`src/rtl/mha_pkg.sv`:
```
// Shared definitions for the MHA systolic operand path: default element
// width and array edge, feeder state encoding, and the beat-counter sizing
// helper.
package mha_pkg;

    localparam int unsigned MHA_DATA_W = 8;
    localparam int unsigned MHA_LANES  = 4;

    typedef enum logic [1:0] {
        FEED_IDLE   = 2'd0,
        FEED_STREAM = 2'd1,
        FEED_DRAIN  = 2'd2
    } feed_state_e;

    // Bits needed to count beats 0 .. k_max+lanes-1 inclusive.
    function automatic int unsigned beat_cnt_w(input int unsigned k_max,
                                               input int unsigned lanes);
        return (k_max + lanes <= 2) ? 1 : $clog2(k_max + lanes);
    endfunction

endpackage

```
`src/rtl/skew_delay_line.sv`:
```
// Per-lane skew delay: DEPTH-stage shift register that advances only when
// en is high. The output is the element shifted in DEPTH enables ago, read
// before the current shift. DEPTH=0 is a combinational pass-through.
module skew_delay_line #(
    parameter int unsigned DEPTH  = 1,
    parameter int unsigned DATA_W = 8
) (
    input  logic              clk,
    input  logic              reset,
    input  logic              en,
    input  logic [DATA_W-1:0] din,
    output logic [DATA_W-1:0] dout
);

    generate
        if (DEPTH == 0) begin : g_pass
            logic unused_pass;
            assign unused_pass = ^{clk, reset, en};
            assign dout        = din;
        end else begin : g_shift
            logic [DATA_W-1:0] sr_q [DEPTH];
            logic [DATA_W-1:0] sr_d [DEPTH];

            // Shift the new element in at stage 0 when enabled.
            always_comb begin
                sr_d = sr_q;
                if (en) begin
                    sr_d[0] = din;
                    for (int unsigned j = 1; j < DEPTH; j++) begin
                        sr_d[j] = sr_q[j-1];
                    end
                end
            end

            // Stage registers with synchronous active-low clear.
            always_ff @(posedge clk) begin
                if (!reset) begin
                    for (int unsigned j = 0; j < DEPTH; j++) begin
                        sr_q[j] <= '0;
                    end
                end else begin
                    sr_q <= sr_d;
                end
            end

            assign dout = sr_q[DEPTH-1];
        end
    endgenerate

endmodule

```
`src/rtl/systolic_skew_feeder.sv`:
```
// Transmit side of the systolic array operand interface. Accepts one row of
// a K-deep tile per handshake and emits diagonally skewed beats (lane i
// delayed i beats), followed by LANES-1 drain beats.
// Optional: define FEEDER_STALL_CNT_EN to add the 16-bit stall_cycles
// counter output (saturating count of out_valid && !out_ready cycles).
module systolic_skew_feeder
    import mha_pkg::*;
#(
    parameter int unsigned DATA_W = MHA_DATA_W,
    parameter int unsigned LANES  = MHA_LANES,
    parameter int unsigned K_MAX  = 16,
    parameter int unsigned KW     = 5
) (
    input  logic                    clk,
    input  logic                    reset,
    input  logic                    start,
    input  logic [KW-1:0]           cfg_k,
    output logic                    busy,
    input  logic [LANES*DATA_W-1:0] in_data,
    input  logic                    in_valid,
    output logic                    in_ready,
    output logic [LANES*DATA_W-1:0] out_data,
    output logic                    out_valid,
    input  logic                    out_ready,
    output logic                    out_first,
    output logic                    out_last,
`ifdef FEEDER_STALL_CNT_EN
    output logic [15:0]             stall_cycles,
`endif
    output logic                    tile_done
);

    localparam int unsigned BW = beat_cnt_w(K_MAX, LANES);
    typedef logic [BW-1:0] beat_t;

    feed_state_e             state_q, state_d;
    logic [KW-1:0]           k_q, k_d;
    beat_t                   beat_q, beat_d;
    logic [LANES*DATA_W-1:0] out_data_q, out_data_d;
    logic                    out_valid_q, out_valid_d;
    logic                    out_first_q, out_first_d;
    logic                    out_last_q, out_last_d;
    logic                    tile_done_q, tile_done_d;

    logic                    adv;
    logic                    row_acc;
    logic                    drain_step;
    logic                    shift_en;
    logic [KW-1:0]           k_clamp;
    beat_t                   stream_last_idx;
    beat_t                   tile_last_idx;
    logic [LANES*DATA_W-1:0] skew_beat;
    logic [DATA_W-1:0]       lane_din  [LANES];
    logic [DATA_W-1:0]       lane_dout [LANES];

    assign adv        = !out_valid_q || out_ready;
    assign row_acc    = (state_q == FEED_STREAM) && in_valid && adv;
    assign drain_step = (state_q == FEED_DRAIN) && adv;
    assign shift_en   = row_acc || drain_step;
    assign k_clamp    = (cfg_k > KW'(K_MAX)) ? KW'(K_MAX) : cfg_k;

    assign stream_last_idx = beat_t'(k_q) - beat_t'(1);
    assign tile_last_idx   = beat_t'(k_q) + beat_t'(LANES) - beat_t'(2);

    // Lane i taps the row from i shifts ago; drain feeds zeros behind the
    // last row so the tail of every lane empties out and the lines end the
    // tile cleared for the next one.
    generate
        for (genvar i = 0; i < LANES; i++) begin : g_lane
            assign lane_din[i] = (state_q == FEED_STREAM)
                               ? in_data[i*DATA_W +: DATA_W] : '0;

            skew_delay_line #(
                .DEPTH  (i),
                .DATA_W (DATA_W)
            ) u_delay (
                .clk   (clk),
                .reset (reset),
                .en    (shift_en),
                .din   (lane_din[i]),
                .dout  (lane_dout[i])
            );

            assign skew_beat[i*DATA_W +: DATA_W] = lane_dout[i];
        end
    endgenerate

    // Next-state: FSM transitions, beat counter and output register loading.
    always_comb begin
        state_d     = state_q;
        k_d         = k_q;
        beat_d      = beat_q;
        out_data_d  = out_data_q;
        out_valid_d = out_valid_q;
        out_first_d = out_first_q;
        out_last_d  = out_last_q;
        tile_done_d = out_valid_q && out_ready && out_last_q;

        if (out_valid_q && out_ready) begin
            out_valid_d = 1'b0;
            out_first_d = 1'b0;
            out_last_d  = 1'b0;
            out_data_d  = '0;
        end

        if (shift_en) begin
            out_data_d  = skew_beat;
            out_valid_d = 1'b1;
            out_first_d = (beat_q == '0);
            out_last_d  = (beat_q == tile_last_idx);
            beat_d      = beat_q + beat_t'(1);
        end

        case (state_q)
            FEED_IDLE: begin
                if (start && (cfg_k != '0)) begin
                    state_d = FEED_STREAM;
                    k_d     = k_clamp;
                    beat_d  = '0;
                end
            end
            FEED_STREAM: begin
                if (row_acc && (beat_q == stream_last_idx)) begin
                    state_d = (LANES > 1) ? FEED_DRAIN : FEED_IDLE;
                end
            end
            FEED_DRAIN: begin
                if (drain_step && (beat_q == tile_last_idx)) begin
                    state_d = FEED_IDLE;
                end
            end
            default: state_d = FEED_IDLE;
        endcase
    end

    // State and registered outputs with synchronous active-low reset.
    always_ff @(posedge clk) begin
        if (!reset) begin
            state_q     <= FEED_IDLE;
            k_q         <= '0;
            beat_q      <= '0;
            out_data_q  <= '0;
            out_valid_q <= 1'b0;
            out_first_q <= 1'b0;
            out_last_q  <= 1'b0;
            tile_done_q <= 1'b0;
        end else begin
            state_q     <= state_d;
            k_q         <= k_d;
            beat_q      <= beat_d;
            out_data_q  <= out_data_d;
            out_valid_q <= out_valid_d;
            out_first_q <= out_first_d;
            out_last_q  <= out_last_d;
            tile_done_q <= tile_done_d;
        end
    end

    assign busy      = (state_q != FEED_IDLE);
    assign in_ready  = (state_q == FEED_STREAM) && adv;
    assign out_data  = out_data_q;
    assign out_valid = out_valid_q;
    assign out_first = out_first_q;
    assign out_last  = out_last_q;
    assign tile_done = tile_done_q;

`ifdef FEEDER_STALL_CNT_EN
    logic [15:0] stall_cnt_q, stall_cnt_d;

    // Saturating stall counter, cleared when a tile start is accepted.
    always_comb begin
        stall_cnt_d = stall_cnt_q;
        if ((state_q == FEED_IDLE) && start && (cfg_k != '0)) begin
            stall_cnt_d = '0;
        end else if (out_valid_q && !out_ready && (stall_cnt_q != '1)) begin
            stall_cnt_d = stall_cnt_q + 16'd1;
        end
    end

    // Stall counter register.
    always_ff @(posedge clk) begin
        if (!reset) begin
            stall_cnt_q <= '0;
        end else begin
            stall_cnt_q <= stall_cnt_d;
        end
    end

    assign stall_cycles = stall_cnt_q;
`endif

endmodule

```
`config.mk`:
```
export PLATFORM = sky130hd
export DESIGN_NAME = systolic_skew_feeder
export DESIGN_NICKNAME = d
export VERILOG_FILES = /design/src/rtl/mha_pkg.sv /design/src/rtl/skew_delay_line.sv /design/src/rtl/systolic_skew_feeder.sv
export SDC_FILE = /design/constraint.sdc
export NUM_CORES = 1
export LEC_CHECK = 0
export ABC_AREA = 0
export ABC_CLOCK_PERIOD_IN_PS = 2440
export CORE_ASPECT_RATIO = 1.4
export CORE_MARGIN = 2
export CORE_UTILIZATION = 56
export DETAILED_ROUTE_END_ITERATION = 6
export GPL_TIMING_DRIVEN = 0
export PLACE_DENSITY = 0.88
export SYNTH_ARGS = -nofsm -noshare
export SYNTH_HDL_FRONTEND = slang
export SYNTH_HIERARCHICAL = 1
export SYNTH_SLANG_ARGS = --single-unit
```
`constraint.sdc`:
```
create_clock -name clk -period 2.44 [get_ports clk]
set_input_delay 0.488 -clock clk [delete_from_list [all_inputs] [get_ports clk]]
set_output_delay 0.488 -clock clk [all_outputs]
set_load 0.02 [all_outputs]
```
# ---- Word level (Yosys, flattened, before mapping)
# Index checks and enable logic that the tools add are counted.
# W data, S select, Z words.
dict set report classes {
  n_mux 18
  n_lt_le_gt_ge 1
  n_reduce_logical 19
  n_eq_ne 7
  addsub 4
}
# op n
set op_table {}
lappend op_table {{$mux W32} 2}
lappend op_table {{$mux W8} 4}
lappend op_table {{$mux W5} 4}
lappend op_table {{$eq A5 B5 Y1} 2}
lappend op_table {{$logic_and A1 B1 Y1} 9}
lappend op_table {{$mux W2} 3}
lappend op_table {{$pmux W2 S3} 1}
lappend op_table {{$add A5 B1 Y5 const B} 1}
lappend op_table {{$add A5 B3 Y5 const B} 1}
lappend op_table {{$gt A5 B5 Y1 const B} 1}
lappend op_table {{$logic_not A5 Y1} 1}
lappend op_table {{$reduce_bool A5 Y1} 1}
lappend op_table {{$sub A5 B1 Y5 const B} 1}
lappend op_table {{$sub A5 B2 Y5 const B} 1}
lappend op_table {{$mux W1} 4}
lappend op_table {{$ne A2 B1 Y1 const B} 2}
lappend op_table {{$reduce_bool A2 Y1} 2}
lappend op_table {{$reduce_and A3 Y1} 1}
lappend op_table {{$eq A2 B1 Y1 const B} 1}
lappend op_table {{$eq A2 B2 Y1 const B} 1}
lappend op_table {{$logic_not A2 Y1} 1}
lappend op_table {{$logic_or A1 B1 Y1} 2}
lappend op_table {{$ne A2 B2 Y1 const B} 1}
lappend op_table {{$reduce_and A2 Y1} 1}
lappend op_table {{$logic_not A1 Y1} 1}
dict set report totals {
  in_bits 42
  register_bits 96
  out_inout_bits 38
}

# ---- Depth between registers and ports, before layout
dict set report logic_depth {
  ltp_word 7
  mapped_depth 6
  mapped_depth_nobuf 6
}

# ---- Modules after synthesis
# Netlist, hierarchy kept.
# mod seq_area_each_um2 instances area_each_um2 cells_per_inst
set modules_own_cells {}
lappend modules_own_cells {systolic_skew_feeder 960.9 1 2145.8 214}
lappend modules_own_cells {{skew_delay_line at g_lane[3].u_delay} 480.5 1 989.7 85}
lappend modules_own_cells {{skew_delay_line at g_lane[2].u_delay} 320.3 1 675.6 59}
lappend modules_own_cells {{skew_delay_line at g_lane[1].u_delay} 160.2 1 301.5 25}
lappend modules_own_cells {{skew_delay_line at g_lane[0].u_delay} 0.0 1 60.1 8}

# ---- Worst setup path after synthesis
# OpenSTA, ideal clock, no wires.
dict set report synth_path {
  kind {input to register}
  from {input cfg_k[0]}
  to {register k_q[0]}
  stages 4
  t_required_ps 2320
  n_path_buf 0
  arrival_time_ps 1531
  path_slack_ps 790
  cell_sequence {or4_1 o211ai_2 or3b_1 a21oi_1}
}
dict set report synth_via {
  elab_chain_len 3
}
# item line
set synth_rtl {}
lappend synth_rtl {{start, declared} systolic_skew_feeder.sv:17} ;# input logic [KW-1:0] cfg_k,
lappend synth_rtl {{parallel branches: the longest is 3 deep, another holds $gt A5 B5 Y1} --}
lappend synth_rtl {{end signal, assigned} systolic_skew_feeder.sv:149} ;# k_q <= k_d;
lappend synth_rtl {{end, declared} systolic_skew_feeder.sv:37} ;# logic [KW-1:0] k_q, k_d;
# Parallel ways; which one is timed is not known.
# A chain may end at the register's enable or synchronous reset.

# ---- Worst setup path after layout
dict set report layout_path {
  from {input out_ready}
  to {output in_ready}
}
dict set report layout_via {
  elab_chain_len 2
}
# item line
set layout_rtl {}
lappend layout_rtl {{start, declared} systolic_skew_feeder.sv:24} ;# input logic out_ready,
lappend layout_rtl {{$logic_or A1 B1 Y1} systolic_skew_feeder.sv:56} ;# assign adv = !out_valid_q || out_ready;
lappend layout_rtl {{$logic_and A1 B1 Y1} systolic_skew_feeder.sv:160} ;# assign in_ready = (state_q == FEED_STREAM) && adv;
lappend layout_rtl {{end, declared} systolic_skew_feeder.sv:21} ;# output logic in_ready,
# Every way passes these cells.

==> key figures <==
Die
  – Die Ht: 106 µm
  – Initial cell density of the core: a little under three fifths
  – Die extent in x: just under 80 µm
  – Overall die area: approximately 0.008 mm²
  – Core area: between 0.007 and 0.008 mm²
  – Boundary Pins: 80
  – Rows: 37

STA
  – Fmax: 464 MHz
  – Clock Skews: approximately 12 ps
  – Final period demand of the worst path: 2160 ps
  – Relative max-transition margin: around 42%
  – Slew at the pin closest to its max-slew limit: roughly 860 ps
  – Final Slew Violations: 0
  – Total negative slack for setup checks: 0 ps
  – Final setup viols: 0
  – Count of endpoints failing hold in the final timing report: 0
  – RSZ-0062 raised after global routing: false
  – Minimum hold slack: between 400 and 500 ps
  – Share of the cycle needed by the critical path after routing: between 80% and 90%

Clocking
  – Clock tree sinks: 96
  – Buffer levels on the longest clock path: 2
  – Clock transition at the registers of the reported paths: roughly 80 ps
  – CTS root buf: sky130_fd_sc_hd__clkbuf_8
  – Number of levels the H-tree was split into: 3
  – Cts bufs inserted: 9
  – Number of buffers inserted by post-CTS setup repair: 0
  – Hold-fix buffer count after cts: 0
  – Clock insertion delay at the later pin of the skew report: ~360 ps
  – Clock tree from TritonCTS: done

Setup path
  – Critical path required time: roughly 2000 ps
  – Startpoint types: input pin
  – Critical path type: in -> out
  – Critical path peak fanout: 4
  – Crit path arrival time: about 1700 ps
  – Endpoint kind of the worst setup timing path: output pin
  – Worst path max stage delay: 480 ps
  – Highest-delay cell along the critical path: sky130_fd_sc_hd__clkdlybuf4s50_1
  – Cell Chain, Critical Path: clkdlybuf4s50_1, nand2b_1, and2_1, dlygate4sd2_1

Global routing
  – Number of antenna violations at the first check in global routing: 0
  – Total congestion overflow: 0
  – Combined global-route utilization of all metal layers: a little over a fifth
  – Pin count of the biggest net entering global routing: 29
  – Global-route wire length before repair: 13400 µm
  – Vias in the first global route: 2921

Route
  – Post-DRT Antenna Nets: 0
  – First DRT Iteration DRCs: 88
  – Wire per inst: between 10 and 15 µm
  – Detailed Routing Iterations Pass 1: 4
  – Via count: 2939
  – Mean number of vias per cell: 5.04
  – Post-detailed-route DRC marker count: 0
  – Detailed-route wire length: about 8000 µm

Placed design
  – DP Wirelength: around 5900 µm
  – I/O Buffers: 79
  – Final RePlAce weighted congestion: roughly 0.81

Yosys
  – Area fraction of the dominant cell type after synthesis: a little under half
  – YS warnings: 6
  – Share of synthesized area occupied by flip-flops and latches: 46.1%
  – Share of flip-flops with an asynchronous set or reset after synthesis: 0%
  – Syn Nets: ~440
  – Number of distinct library cell variants in the gate-level netlist after synthesis: just over 40
  – Most common flop cell mapped by yosys: sky130_fd_sc_hd__dfxtp_1
  – Count of flip-flops with a built-in enable after synthesis: 0
  – Main area contributors after synthesis: sky130_fd_sc_hd__dfxtp_1 46%, sky130_fd_sc_hd__mux2i_1 12%, sky130_fd_sc_hd__nor2b_1 7.3%, sky130_fd_sc_hd__a22o_1 6.7%, sky130_fd_sc_hd__and2_1 5.1%
  – Synth area leader: sky130_fd_sc_hd__dfxtp_1
  – Synth Area per Inst: ~11 µm²
  – FF+latch count, synth: between 90 and 100
  – Synthesized area: roughly 0.0042 mm²
  – Gate Count Post-Synth: 391

Power
  – Psw: between 700 and 800 µW
  – Leakage component of the power: between 0.0015 and 0.002 µW
  – Areal power density over the cells: between 500 and 600 mW/mm²
  – Int Pwr: about 2300 µW
  – Worst voltage drop across the vdd grid: between 300 and 400 µV
  – Clock share of power: a little over a third
  – Power share of the combinational group: between 10% and 20%
  – Sequential Power Share: 52.1%
  – Net Sw Frac: ~24%

Layout
  – Fraction of layout instances using a drive strength above 1: between 10% and 20%
  – Most common cell after layout, fill and taps aside: sky130_fd_sc_hd__dfxtp_1
  – Area grow syn2layout: 27.0%
  – Commonest cells after routing, fill and taps aside: 96 x sky130_fd_sc_hd__dfxtp_1, 78 x sky130_fd_sc_hd__clkdlybuf4s50_1, 49 x sky130_fd_sc_hd__mux2i_1, 48 x sky130_fd_sc_hd__nor2b_1, 34 x sky130_fd_sc_hd__and2_1
  – Antenna cells: 0
  – Number of nets in the final layout: about 530

Flow run
  – Max-cap check violation count: 0

Min path
  – Worst min-delay path category: reg -> reg

Status
  – Run status: finished, final reports clean
==> state kept, by name, indices dropped and copies added (netlist names) <==
name / flops
g_lane.u_delay/dout: 24
k_q: 5
state_q: 2
tile_done: 1
out_data: 32
beat_q: 5
out_first: 1
out_valid: 1
g_lane.u_delay/g_shift.sr_q: 24
out_last: 1
==> synthesized netlist by cell type (7+ instances only) <==
cell and count:
sky130_fd_sc_hd__xnor2_1 12, sky130_fd_sc_hd__a22o_1 32, sky130_fd_sc_hd__buf_4 25, sky130_fd_sc_hd__nor2b_1 49, sky130_fd_sc_hd__a21oi_1 7, sky130_fd_sc_hd__nand2_1 10
sky130_fd_sc_hd__clkbuf_1 7, sky130_fd_sc_hd__dfxtp_1 96, sky130_fd_sc_hd__inv_1 7, sky130_fd_sc_hd__nor2_1 8, sky130_fd_sc_hd__mux2i_1 49, sky130_fd_sc_hd__and2_1 34
==> path summary, 6_finish.rpt <==
path / start / endpoint / slack (ps) / cells after the start
hold / removal: out_data[24] / out_data[24] / 470 / 1
setup / recovery: out_ready / in_ready / 280 / 4
setup reg to reg: k_q[1] / state_q[0] / 640 / 6
hold reg to reg: out_data[24] / out_data[24] / 470 / 1
==> critical path, delay by kind of cell <==
family / cells / cell delay (ps)
and+or+nand+nor: 2 / 370
buffers and inverters: 2 / 810
==> layout make-up <==
class / instances / area (µm²)
plain buffers: 44 / 357
clock buffers: 11 / 151
clock inverters: 5 / 63.8
fillers: 530 / 1970
inverters: 8 / 30.0
multi-input cells: 243 / 1870
flip-flops and latches: 96 / 1920
well taps: 97 / 121
repair buffers: 79 / 790
==> per-stage QoR <==
step	worst slack (ps)	instances	area, µm²	util [%]	power [µW]
6_report	283	583	5300	72.9	3090
5_1_grt	188	583	5300	72.9	3220
4_1_cts	264	583	5300	72.9	3130
3_5_place_dp	-19.5	567	5080	70.0	2040
3_3_place_gp	-35.7	567	5080	70.0	2030
2_1_floorplan	790	391	4170	-	1900
==> power groups by stage <==
stage | combinational (µW) | clock, µW | sequential, µW
floorplan | 249 | 0 | 1650
global placement | 387 | 0 | 1640
detailed placement | 397 | 0 | 1650
CTS | 399 | 1120 | 1610
global route | 431 | 1180 | 1610
finish | 396 | 1080 | 1610
==> per-layer routing <==
| layer | part of all wire, % | up-vias | global-route usage (%) | wire length (µm) |
|---|---|---|---|---|
| met5 | 0 | - | 0 | 0 |
| met4 | 2.5 | 0 | 9.74 | 199 |
| met3 | 3.8 | 17 | 5.09 | 300 |
| met2 | 52 | 65 | 37.2 | 4120 |
| met1 | 42 | 1371 | 23.1 | 3360 |
| li1 | - | 1486 | - | - |
==> kinds of logic after synthesis <==
family	share of synthesized area, %
AOI/OAI and AO/OA	9.66
xor gates and xnor gates	3.36
adders and majority gates	1.80
buffers and inverters	9.27
DFF	46.1
muxes	11.8
and+or+nand+nor	18.1
==> what timing repair did <==
action                                  4_1_cts  5_1_grt
endpoints found under the setup margin        1        0
endpoints found under the hold margin         0        0
gates resized for setup                       2        0
No activity file was read; power rests on OpenSTA's default activity.
==> edit 1, RTL diff (same flow settings) <==
Encoding of `feed_state_e`: now one-hot (3 bits for 3 states).
--- a/src/rtl/mha_pkg.sv
+++ b/src/rtl/mha_pkg.sv
@@ -7,8 +7,8 @@
     localparam int unsigned MHA_LANES  = 4;
 
-    typedef enum logic [1:0] {
-        FEED_IDLE   = 2'd0,
-        FEED_STREAM = 2'd1,
-        FEED_DRAIN  = 2'd2
+    typedef enum logic [2:0] {
+        FEED_IDLE   = 3'b001,
+        FEED_STREAM = 3'b010,
+        FEED_DRAIN  = 3'b100
     } feed_state_e;
 
Function: same outputs for any inputs over 10 cycles, from zero or initial values and one cycle with reset low; not proved beyond that.
==> edit 1 against the original RTL <==
Setup slack worse by 0.23 ns; utilization down 0.55 points; sequential cell count up 1; non-clock buffer count up 4; synthesized area up 0.66%; count of clock-buffer cells in the layout down 2; cell area down 0.12%; power down 11%; routed wire length up 10%; final cell count up 1.7%; critical path type is now in2reg; critical endpoint is now g_lane[3].u_delay/g_shift.sr_q[14]; largest cell class unchanged; highest routed layer unchanged.
==> edit 1: results (changes against the original RTL) <==
- Total routing usage reported by global routing: 0.2243 (was 0.2082)
- Buffers added on ports: 79 (unchanged)
- Clock transition at path regs: 0.10 ns (was 0.08 ns)
- Via count: 3016 (was 2939)
- Antenna diode count: 0 (unchanged)
- Leakage dissipation: 1.942 nW (was 1.969 nW)
- FILL cells: 570 (was 530)
- Synth area leaders: dfxtp_1, mux2i_1, nor2b_1, a22o_1, and2_1 (unchanged)
- Antenna violation net count after detailed routing: 0 (unchanged)
- Synth async-reset ratio: 0 (unchanged)
- XOR/XNOR Fraction of Synth Area: 0.03694 (was 0.03358)
- Net count of the finished layout: 539 (was 529)
- Peak fanout along the critical path: 12 (was 4)
- Compound-gate portion of the synthesized area: 0.08549 (was 0.09655)
- Cts repair resizes: 1 (was 2)
- Leading register cell type out of synthesis: dfxtp_1 (unchanged)
- Maximum vdd drop: 0.4089 mV (was 0.3834 mV)
- Number of buffers on the longest clock path: 2 (unchanged)
- Wire length of the first global-routing pass: 14630 um (was 13450 um)
- Worst slew pin tran: 0.9252 ns (was 0.8641 ns)
- Postcts setup bufs: 0 (unchanged)
- Drt wl/cell: 14.82 um (was 13.68 um)
- CTS Root Cell: clkbuf_8 (unchanged)
- Synthesis Warnings: 6 (unchanged)
- Share of synthesized cell area in full adder, half adder and majority cells: 0.01787 (was 0.01799)
- Number of placed instances, taps included: 577 (was 567)
- Via count of the first global-routing pass: 3162 (was 2921)
- Initial DRT Pass Iterations: 4 (unchanged)
- Commonest cells in the netlist: dfxtp_1, mux2i_1, nor2b_1 (unchanged)
- Final weighted congestion of routability-driven global placement: 0.8364 (was 0.8105)
- Drt first-iter violations: 115 (was 88)
- Synthesized Nets: 449 (was 439)
- Synthesized instance count: 401 (was 391)
- Number of distinct library cell variants in the gate-level netlist after synthesis: 39 (was 41)
- Share of synthesized area occupied by flip-flops and latches: 0.4623 (was 0.4606)
- Status: complete, no violations (unchanged)
- Arrival time worst endpoint: 2.64 ns (was 1.67 ns)
- Share of final-layout standard cells stronger than drive strength 1: 0.1230 (was 0.1214)
- Maximum number of pins on one net before global-route repair: 29 (unchanged)
- Multiplexer area fraction after synthesis: 0.1168 (was 0.1175)
- Clk_skew: 0.01026 ns (was 0.01191 ns)
- Non-Filler Instances: 593 (was 583)
- HPWL after detailed placement: 6425 um (was 5929 um)
-- edit 1: changes by cell type in the layout (fill, tap and decap cells not counted), moves of 3 or more --
| cell | before | now |
|---|---|---|
| xor2_1 | 4 | 8 |
| or3b_1 | 3 | 0 |
| clkinvlp_4 | 0 | 3 |
| nor2_1 | 8 | 14 |
| xnor2_1 | 12 | 7 |
| or3b_2 | 0 | 4 |
| clkbuf_1 | 7 | 12 |
| buf_6 | 6 | 3 |
-- edit 1: final cells by class --
cell class | count | area share
buffer | 48 | 0.06640
clock buffer | 9 | 0.02339
clock inverter | 7 | 0.01040
inverter | 8 | 0.005671
multi-input combinational | 248 | 0.3549
sequential | 97 | 0.3667
tap | 97 | 0.02292
timing repair buffer | 79 | 0.1496
-- edit 1: worst paths after layout --
kind | startpoint | to | slack (ns) | depth (start not counted)
max | out_ready | g_lane[3].u_delay/g_shift.sr_q[14] | 0.06 | 8
min | out_last | tile_done | 0.48 | 2
max reg2reg | out_valid | g_lane[3].u_delay/g_shift.sr_q[14] | 0.35 | 7
min reg2reg | out_last | tile_done | 0.48 | 2
-- edit 1: layer usage --
metal | wire length (um) | GRT usage | share of wire | vias to the layer above
met5 | 0 | 0 | 0 | -
met1 | 3565 | 0.2514 | 0.41 | 1429
met3 | 324 | 0.05603 | 0.037 | 18
met4 | 197 | 0.08163 | 0.022 | 0
met2 | 4704 | 0.4068 | 0.54 | 61
li1 | - | - | - | 1508
-- edit 1: power breakdown --
group | internal (mW) | leakage [nW] | total, mW | switching [mW]
clock | 0.380 | 0.0851 | 0.952 | 0.571
combinational | 0.121 | 1.08 | 0.209 | 0.0879
sequential | 1.59 | 0.782 | 1.60 | 0.0101
total | 2.09 | 1.94 | 2.76 | 0.669
-- edit 1: stage by stage --
stage	worst slack (ns)	TNS, ns	instance area (sq um)	hold slack [ns]	utilization
after global placement	-0.3427	-17.29	5112	0.4432	0.6989
after floorplan	0.4805	0	4200	0.4484	-
after global routing	-0.02243	-0.03821	5295	0.4822	0.7239
after detailed placement	-0.4096	-19.45	5112	0.4592	0.6989
final	0.05600	0	5295	0.4782	0.7239
after CTS	0.01455	0	5290	0.4830	0.7232
-- edit 1: logic make-up after synthesis --
kind of cell,after synthesis
AO/OA/AOI/OAI,45
multiplexers,49
XOR/XNOR,16
adder cells (fa/ha/maj),6
AND/OR/NAND/NOR,132
flip-flops,97
buffers and inverters,56
-- edit 1: critical path, stage by stage --
cell and delay, ns:
clkdlybuf4s50_1 0.47, and2b_2 0.25, a211oi_1 0.44, clkbuf_4 0.35, buf_6 0.17, buf_12 0.15, mux2i_1 0.24, nor2b_1 0.07
==> edit 2, RTL diff (config.mk and constraints unchanged) <==
Without the edit above. Change the parameter `K_MAX` from 16 to 18.
--- a/src/rtl/systolic_skew_feeder.sv
+++ b/src/rtl/systolic_skew_feeder.sv
@@ -9,5 +9,5 @@
     parameter int unsigned DATA_W = MHA_DATA_W,
     parameter int unsigned LANES  = MHA_LANES,
-    parameter int unsigned K_MAX  = 16,
+    parameter int unsigned K_MAX  = 18,
     parameter int unsigned KW     = 5
 ) (
Formal check against the unedited RTL: no difference found for any inputs over 10 cycles, from zero or initial values and one cycle with reset low; that may be too few to reach the edited logic, so the function may still have changed.
==> edit 2 against the original RTL <==
Cell area increased by 1.3%; synthesized area increased by 1.8%; setup slack got worse by 0.095 ns; sequential cell count did not move; clock skew shrank 0.0050 ns; largest power group unchanged; final cell count rose by 1.0%; routed wire length increased by 12%; power fell by 2.4%; fmax down 4.2%.
==> edit 2: results (changes against the original RTL) <==
- Status: complete, no violations (unchanged)
- Maximum frequency from static timing analysis: 0.4440 GHz (was 0.4636 GHz)
- XOR/XNOR Fraction of Synth Area: 0.02681 (was 0.03358)
- Switching power total: 0.6983 mW (was 0.7435 mW)
- FILL cells: 544 (was 530)
- Non-Filler Instances: 589 (was 583)
- Crit path to: busy (was in_ready)
- Drt first-iter violations: 134 (was 88)
- Compound-gate portion of the synthesized area: 0.1155 (was 0.09655)
- Worst slew pin tran: 0.9196 ns (was 0.8641 ns)
- Terminus of the critical flop-to-flop path: state_q[1] (was state_q[0])
- Reg-to-reg critical path startpoint: k_q[2] (was k_q[1])
- Met2 usage in global routing: 0.4039 (was 0.3716)
- Ratio of total power to cell area: 561.2 mW/mm^2 (was 582.5 mW/mm^2)
- HPWL after detailed placement: 6290 um (was 5929 um)
- Net count of the finished layout: 535 (was 529)
- Min-Delay Path Depth: 2 (was 1)
- Critical Path Start: state_q[1] (was out_ready)
- Wire length of the first global-routing pass: 14670 um (was 13450 um)
- Multiplexer area fraction after synthesis: 0.1155 (was 0.1175)
- Crit path kind: reg2out (was in2out)
- Via count of the first global-routing pass: 3126 (was 2921)
- Met1 routing resource usage after global routing: 0.2564 (was 0.2306)
- Clk_skew: 0.006895 ns (was 0.01191 ns)
- Final weighted congestion of routability-driven global placement: 0.7959 (was 0.8105)
- Drt wl/cell: 15.21 um (was 13.68 um)
- Cell area reported after detailed placement: 0.005159 sq mm (was 0.005085 sq mm)
- Met1 layer wirelength in the final routing: 3777 um (was 3356 um)
- Met3 wire len: 264 um (was 300 um)
- Met3 usage in global routing: 0.02694 (was 0.05093)
- Setup slack at placement: 0.003715 ns (was -0.01954 ns)
- Routed length on met2: 4743 um (was 4119 um)
## edit 2: final cells by class
class                           instances  area, sq um  area share
Sequential cell                        96         1922      0.3580
Clock buffer                           14        162.7     0.03030
Timing Repair Buffer                   79        793.3      0.1478
Inverter                                7        26.28    0.004894
Multi-Input combinational cell        248         1936      0.3605
Tap cell                               97        121.4     0.02261
Buffer                                 46        370.4     0.06898
Clock inverter                          2        37.54    0.006991
## edit 2: cells by family after synthesis
logic type | after synthesis
and+or+nand+nor | 126
DFF | 96
AOI/OAI and AO/OA | 54
buffers and inverters | 53
muxes | 49
xor gates and xnor gates | 13
adders and majority gates | 6
## edit 2: repair_timing
item / 4_1_cts / 5_1_grt
hold buffers: 0 / 0
pin swaps: 0 / 0
setup endpoints to repair: 1 / 1
gates resized for setup: 2 / 1
## edit 2: worst max-delay path, stage by stage (launching register included)
cell and delay (ns):
dfxtp_1 0.40, nor2_1 0.38, inv_1 0.08, clkdlybuf4s50_1 0.55
